### src/rtl/split_gen.sv
// split_gen: splits a packed polynomial into two fragments, either by
// even/odd de-interleave (mode 0) or at a coefficient index (mode 1).
// LANES coefficients are routed per cycle. Coefficient i occupies bits
// [i*COEF_W : i*COEF_W+COEF_W-1] of the ascending-range data ports.
// Optional macro SPLIT_DEG_EN adds degree and all-zero status outputs.
module split_gen #(
    parameter int COEF_W   = 16,
    parameter int COEF_NUM = 9,
    parameter int LANES    = 1,
    localparam int DAT_W   = COEF_W * COEF_NUM,
    localparam int POS_W   = $clog2(COEF_NUM + 1),
    localparam int DEG_W   = (COEF_NUM > 1) ? $clog2(COEF_NUM) : 1
) (
    input  logic             clk,
    input  logic             rst_b,
    input  logic             start,
    input  logic             mode,
    input  logic [POS_W-1:0] split_pos,
    input  logic [0:DAT_W-1] poly_in,
    output logic             busy,
    output logic             split_done,
    output logic [0:DAT_W-1] first_fragment_out,
    output logic [0:DAT_W-1] second_fragment_out
`ifdef SPLIT_DEG_EN
    ,
    output logic [DEG_W-1:0] first_deg,
    output logic [DEG_W-1:0] second_deg,
    output logic             first_zero,
    output logic             second_zero
`endif
);

    localparam int NBAT  = (COEF_NUM + LANES - 1) / LANES;
    localparam int CNT_W = $clog2(NBAT + 1);

    typedef enum logic [1:0] {ST_IDLE, ST_RUN, ST_DONE} state_e;

    state_e            state_q, state_d;
    logic [CNT_W-1:0]  bat_q, bat_d;
    logic              mode_q, mode_d;
    logic [POS_W-1:0]  k_q, k_d;
    logic              busy_q, busy_d;
    logic              done_q, done_d;
    logic [0:DAT_W-1]  first_frag_q, first_frag_d;
    logic [0:DAT_W-1]  second_frag_q, second_frag_d;
    logic [COEF_W-1:0] poly_w_q   [COEF_NUM];
    logic [COEF_W-1:0] poly_w_d   [COEF_NUM];
    logic [COEF_W-1:0] first_w_q  [COEF_NUM];
    logic [COEF_W-1:0] first_w_d  [COEF_NUM];
    logic [COEF_W-1:0] second_w_q [COEF_NUM];
    logic [COEF_W-1:0] second_w_d [COEF_NUM];
    int unsigned       base_idx;
`ifdef SPLIT_DEG_EN
    logic [DEG_W-1:0]  first_deg_q, first_deg_d;
    logic [DEG_W-1:0]  second_deg_q, second_deg_d;
    logic              first_zero_q, first_zero_d;
    logic              second_zero_q, second_zero_d;
`endif

    assign base_idx = 32'(bat_q) * 32'(LANES);

    // Next-state: accept, per-batch routing into working slots, result publish
    always_comb begin
        state_d       = state_q;
        bat_d         = bat_q;
        mode_d        = mode_q;
        k_d           = k_q;
        busy_d        = busy_q;
        done_d        = 1'b0;
        first_frag_d  = first_frag_q;
        second_frag_d = second_frag_q;
        poly_w_d      = poly_w_q;
        first_w_d     = first_w_q;
        second_w_d    = second_w_q;
`ifdef SPLIT_DEG_EN
        first_deg_d   = first_deg_q;
        second_deg_d  = second_deg_q;
        first_zero_d  = first_zero_q;
        second_zero_d = second_zero_q;
`endif
        case (state_q)
            ST_RUN: begin
                for (int unsigned l = 0; l < LANES; l++) begin
                    if (base_idx + l < COEF_NUM) begin
                        if (!mode_q) begin
                            if (((base_idx + l) & 32'd1) == 32'd0)
                                first_w_d[DEG_W'((base_idx + l) >> 1)] = poly_w_q[DEG_W'(base_idx + l)];
                            else
                                second_w_d[DEG_W'((base_idx + l) >> 1)] = poly_w_q[DEG_W'(base_idx + l)];
                        end else begin
                            if (base_idx + l < 32'(k_q))
                                first_w_d[DEG_W'(base_idx + l)] = poly_w_q[DEG_W'(base_idx + l)];
                            else
                                second_w_d[DEG_W'(base_idx + l - 32'(k_q))] = poly_w_q[DEG_W'(base_idx + l)];
                        end
                    end
                end
                if (bat_q == CNT_W'(NBAT - 1)) begin
                    // Final batch: publish straight from the updated working slots
                    state_d = ST_DONE;
                    busy_d  = 1'b0;
                    done_d  = 1'b1;
                    for (int unsigned i = 0; i < COEF_NUM; i++) begin
                        first_frag_d[i*COEF_W +: COEF_W]  = first_w_d[i];
                        second_frag_d[i*COEF_W +: COEF_W] = second_w_d[i];
                    end
`ifdef SPLIT_DEG_EN
                    first_deg_d   = '0;
                    second_deg_d  = '0;
                    first_zero_d  = 1'b1;
                    second_zero_d = 1'b1;
                    for (int unsigned i = 0; i < COEF_NUM; i++) begin
                        if (first_w_d[i] != '0) begin
                            first_deg_d  = DEG_W'(i);
                            first_zero_d = 1'b0;
                        end
                        if (second_w_d[i] != '0) begin
                            second_deg_d  = DEG_W'(i);
                            second_zero_d = 1'b0;
                        end
                    end
`endif
                end else begin
                    bat_d = bat_q + CNT_W'(1);
                end
            end
            default: begin
                // IDLE and DONE both accept a new request
                if (start) begin
                    state_d = ST_RUN;
                    busy_d  = 1'b1;
                    bat_d   = '0;
                    mode_d  = mode;
                    k_d     = (split_pos > POS_W'(COEF_NUM)) ? POS_W'(COEF_NUM) : split_pos;
                    for (int unsigned i = 0; i < COEF_NUM; i++) begin
                        poly_w_d[i]   = poly_in[i*COEF_W +: COEF_W];
                        first_w_d[i]  = '0;
                        second_w_d[i] = '0;
                    end
                end else begin
                    state_d = ST_IDLE;
                    busy_d  = 1'b0;
                end
            end
        endcase
    end

    // State, working and output registers with asynchronous clear
    always_ff @(posedge clk or negedge rst_b) begin
        if (!rst_b) begin
            state_q       <= ST_IDLE;
            bat_q         <= '0;
            mode_q        <= 1'b0;
            k_q           <= '0;
            busy_q        <= 1'b0;
            done_q        <= 1'b0;
            first_frag_q  <= '0;
            second_frag_q <= '0;
            poly_w_q      <= '{default: '0};
            first_w_q     <= '{default: '0};
            second_w_q    <= '{default: '0};
`ifdef SPLIT_DEG_EN
            first_deg_q   <= '0;
            second_deg_q  <= '0;
            first_zero_q  <= 1'b0;
            second_zero_q <= 1'b0;
`endif
        end else begin
            state_q       <= state_d;
            bat_q         <= bat_d;
            mode_q        <= mode_d;
            k_q           <= k_d;
            busy_q        <= busy_d;
            done_q        <= done_d;
            first_frag_q  <= first_frag_d;
            second_frag_q <= second_frag_d;
            poly_w_q      <= poly_w_d;
            first_w_q     <= first_w_d;
            second_w_q    <= second_w_d;
`ifdef SPLIT_DEG_EN
            first_deg_q   <= first_deg_d;
            second_deg_q  <= second_deg_d;
            first_zero_q  <= first_zero_d;
            second_zero_q <= second_zero_d;
`endif
        end
    end

    assign busy                = busy_q;
    assign split_done          = done_q;
    assign first_fragment_out  = first_frag_q;
    assign second_fragment_out = second_frag_q;
`ifdef SPLIT_DEG_EN
    assign first_deg   = first_deg_q;
    assign second_deg  = second_deg_q;
    assign first_zero  = first_zero_q;
    assign second_zero = second_zero_q;
`endif

endmodule

### config.mk
export PLATFORM = sky130hd
export DESIGN_NAME = split_gen
export DESIGN_NICKNAME = d
export VERILOG_FILES = /design/src/rtl/split_gen.sv
export SDC_FILE = /design/constraint.sdc
export NUM_CORES = 2
export LEC_CHECK = 0
export CAP_MARGIN = 10
export CORE_AREA = 4 4 244 246
export DETAILED_ROUTE_END_ITERATION = 16
export DIE_AREA = 0 0 248 250
export PLACE_DENSITY = 0.8
export SKIP_CTS_REPAIR_TIMING = 1
export SYNTH_ARGS = -nofsm -noshare
export SYNTH_HDL_FRONTEND = slang
export SYNTH_SLANG_ARGS = --single-unit
### constraint.sdc
create_clock -name clk -period 6.4 [get_ports clk]
set_input_delay 1.28 -clock clk [delete_from_list [all_inputs] [get_ports clk]]
set_output_delay 1.28 -clock clk [all_outputs]
set_load 0.1 [all_outputs]
==> flow_summary.json <==
{
  "outcome": "completed",
  "hp-class": "flop to flop",
  "drc_errors": 0,
  "path_buf_inv": 3,
  "hold_viol_final": 0,
  "async_reset_ff_frac": 1.00,
  "crit_required_ps": 6850,
  "cp.depth": 6,
  "drv_slew": 0,
  "end_kind": "flop",
  "path_clk_slew_ps": 60,
  "critPathKind": "flop to flop",
  "cts_made_buffers": 73,
  "tns_ps": 0,
  "ys_warn_count": 0,
  "ant_nets": 0,
  "firstDrtPassIters": 5,
  "cts_tree": "built",
  "fmax_mhz": 225,
  "die-area_um2": 62000,
  "grt_pass1_vias": 24900,
  "hold_path.startpoint": "first_fragment_out[13]",
  "crit_chain": "inv_1 > ha_1 > nand3_4 > buf_4 > buf_4 > o21ai_0",
  "cp_slowest_cell": "buf_4",
  "die_h_um": 250,
  "ys.flop_type": "dfrtp_1",
  "grt_start_max_net_pins": 170,
  "cpLargestDelayFamily": "buffers and inverters",
  "synth_cells": 2916,
  "fin_crit_ps": 4450,
  "die_width_um": 248,
  "synthesis.area_um2": 31400,
  "tightest_slew_ps": 1330,
  "initial_core_util": 0.547,
  "worst_hold_slack_ps": 467,
  "wl_per_cell_um": 24.7,
  "drt_iter0_markers": 2687,
  "grt_pass1_wl_mm": 152,
  "fillCellCount": 4135,
  "synth_edf_count": 0,
  "setup_viol": 0,
  "port_buffers": 441,
  "muxShareOfSynthArea": 0.0918,
  "drv_cap": 0,
  "arrival_ps": 4900,
  "cts_sinks": 732,
  "via_per_inst": 6.11,
  "r2r_end": "first_fragment_out[102]",
  "final_cell_mix": "731 x dfrtp_1, 464 x nand2_1, 440 x clkdlybuf4s50_1",
  "fin_crit_sh": 0.695,
  "yosys_register_bits": 732,
  "rr_startpoint": "bat_q[1]",
  "syn_to_final_growth_pct": 23.5,
  "reg2reg_slack_ps": 1950,
  "skew_ps": 17.8,
  "synth_top_family_by_area": "compound AO/OA/AOI/OAI gates",
  "synth_xor_xnor_area_share": 0,
  "slew_headroom": 0.0985,
  "crit_top_cell": "buf_4",
  "cts_root_buf": "clkbuf_16",
  "pin_count": 442,
  "reg2reg_depth": 6,
  "final_common_cell": "dfrtp_1",
  "synth_compound_area_frac": 0.164,
  "groute.usage.overall": 0.322,
  "syn_area_per_cell_um2": 10.8,
  "cts_max_level": 3,
  "dp_hpwl_mm": 65.6,
  "row_count": 88,
  "rsz0062_at_grt": "false",
  "start_kind": "flop",
  "synthAdderAreaFrac": 0.00423,
  "synth_simple_gate_area_frac": 0.119,
  "core-area_um2": 57400,
  "syn_nets": 3078,
  "drive_above_1_share": 0.124,
  "globalplace.congestion": 0.953,
  "wirelength_mm": 101,
  "min_to": "first_fragment_out[13]",
  "via_count": 24900,
  "yosysSeqAreaShare": 0.584,
  "grt.overflow.total": 0,
  "crit_fanout": 103,
  "yosysUniqueCellTypes": 77,
  "worstSkewPairLatency_ps": 620,
  "antenna_found_initial": 24,
  "holdPathStages": 2,
  "clock_path_buffers": 3,
  "max_stage_delay_ps": 930,
  "fin_nets": 3400
}
==> metrics by stage <==
step / setup slack, ps / area (um^2) / util / instances
6_report: 1950 / 38800 / 0.676 / 4079
3_3_place_gp: 2310 / 36200 / 0.632 / 3925
2_1_floorplan: 3300 / 31400 / - / 2916
5_1_grt: 1580 / 38800 / 0.676 / 4076
3_5_place_dp: 2050 / 36200 / 0.632 / 3925
4_1_cts: 2050 / 38700 / 0.674 / 4058
==> cell usage after synthesis, types with 3 or more instances <==
cell type | n | area share
dfrtp_1 | 732 | 0.58
nand2_1 | 465 | 0.056
o21ai_0 | 384 | 0.061
nor2_1 | 190 | 0.023
mux2_2 | 146 | 0.052
clkbuf_1 | 141 | 0.017
mux2i_1 | 117 | 0.037
nand3_1 | 98 | 0.016
a22o_1 | 81 | 0.023
buf_2 | 81 | 0.013
o211ai_1 | 80 | 0.019
a21oi_1 | 58 | 0.0092
o21ai_1 | 45 | 0.0072
a221o_1 | 35 | 0.011
nor3_1 | 24 | 0.0038
o2bb2ai_1 | 23 | 0.0064
a31o_2 | 16 | 0.0045
o22ai_1 | 13 | 0.0026
buf_1 | 12 | 0.0014
inv_1 | 11 | 0.0013
or3_1 | 11 | 0.0022
o2bb2ai_2 | 10 | 0.0048
buf_4 | 9 | 0.0022
buf_6 | 9 | 0.0032
ha_1 | 9 | 0.0036
nand2b_1 | 9 | 0.0018
nand3b_1 | 9 | 0.0022
o21a_1 | 7 | 0.0017
o21ai_2 | 6 | 0.0017
nor2b_1 | 5 | 0.0010
a31oi_1 | 4 | 0.00080
a32o_1 | 4 | 0.0013
a21o_1 | 3 | 0.00072
a221oi_2 | 3 | 0.0014
and2_1 | 3 | 0.00060
mux4_2 | 3 | 0.0022
nand2_2 | 3 | 0.00060
nand4_1 | 3 | 0.00060
nor4_2 | 3 | 0.0012
or3b_2 | 3 | 0.00084
or4_1 | 3 | 0.00072
==> kinds of logic (layout without fill, tap and decap cells) <==
kind of cell	Yosys count	after routing
AND/OR/NAND/NOR	855	855
AO/OA/AOI/OAI	789	789
flip-flops	732	732
multiplexers	266	266
buffers and inverters	264	644
adder cells (fa/ha/maj)	10	10
other	0	18
==> flip-flops by register name, summed over array words and instances (netlist names) <==
signal               flops
bat_q                    4
first_fragment_out     144
first_w_q              144
k_q                      4
mode_q                   1
poly_w_q               144
second_fragment_out    144
second_w_q             144
split_done               1
state_q                  2
==> worst max path at each step <==
stage / slack (ps) / to / from
floorplan: 3300 / second_w_q[120] / bat_q[0]
global placement: 2310 / first_fragment_out[104] / bat_q[1]
detailed placement: 2050 / first_fragment_out[111] / bat_q[1]
CTS: 2050 / first_fragment_out[100] / bat_q[1]
global route: 1580 / first_w_q[14] / bat_q[1]
finish: 1950 / first_fragment_out[102] / bat_q[1]
==> worst min-delay path: stages (launching register included) <==
cell and delay [ps]:
dfrtp_1 340, nand2_1 50, nand2_1 50
==> layer usage <==
metal  GRT usage  vias up  wire length [um]
li1            -    10900                 -
met1       0.430    12400             38800
met2       0.489     1338             46500
met3      0.0818      281              9620
met4       0.168        8              5580
met5           0        -                48
==> layout make-up <==
type / instances / area, um^2 / area share
flip-flops and latches: 732 / 18300 / 0.473
clock buffers: 113 / 2220 / 0.0573
repair buffers: 499 / 4940 / 0.128
inverters: 12 / 47.5 / 0.00123
multi-input cells: 1920 / 12000 / 0.310
clock inverters: 20 / 224 / 0.00578
well taps: 765 / 957 / 0.0247
diodes: 18 / 45.0 / 0.00116
Power is left out: the tool's default activity adds up to more than one toggle a clock period on the data nets, which glitch-free logic cannot reach.
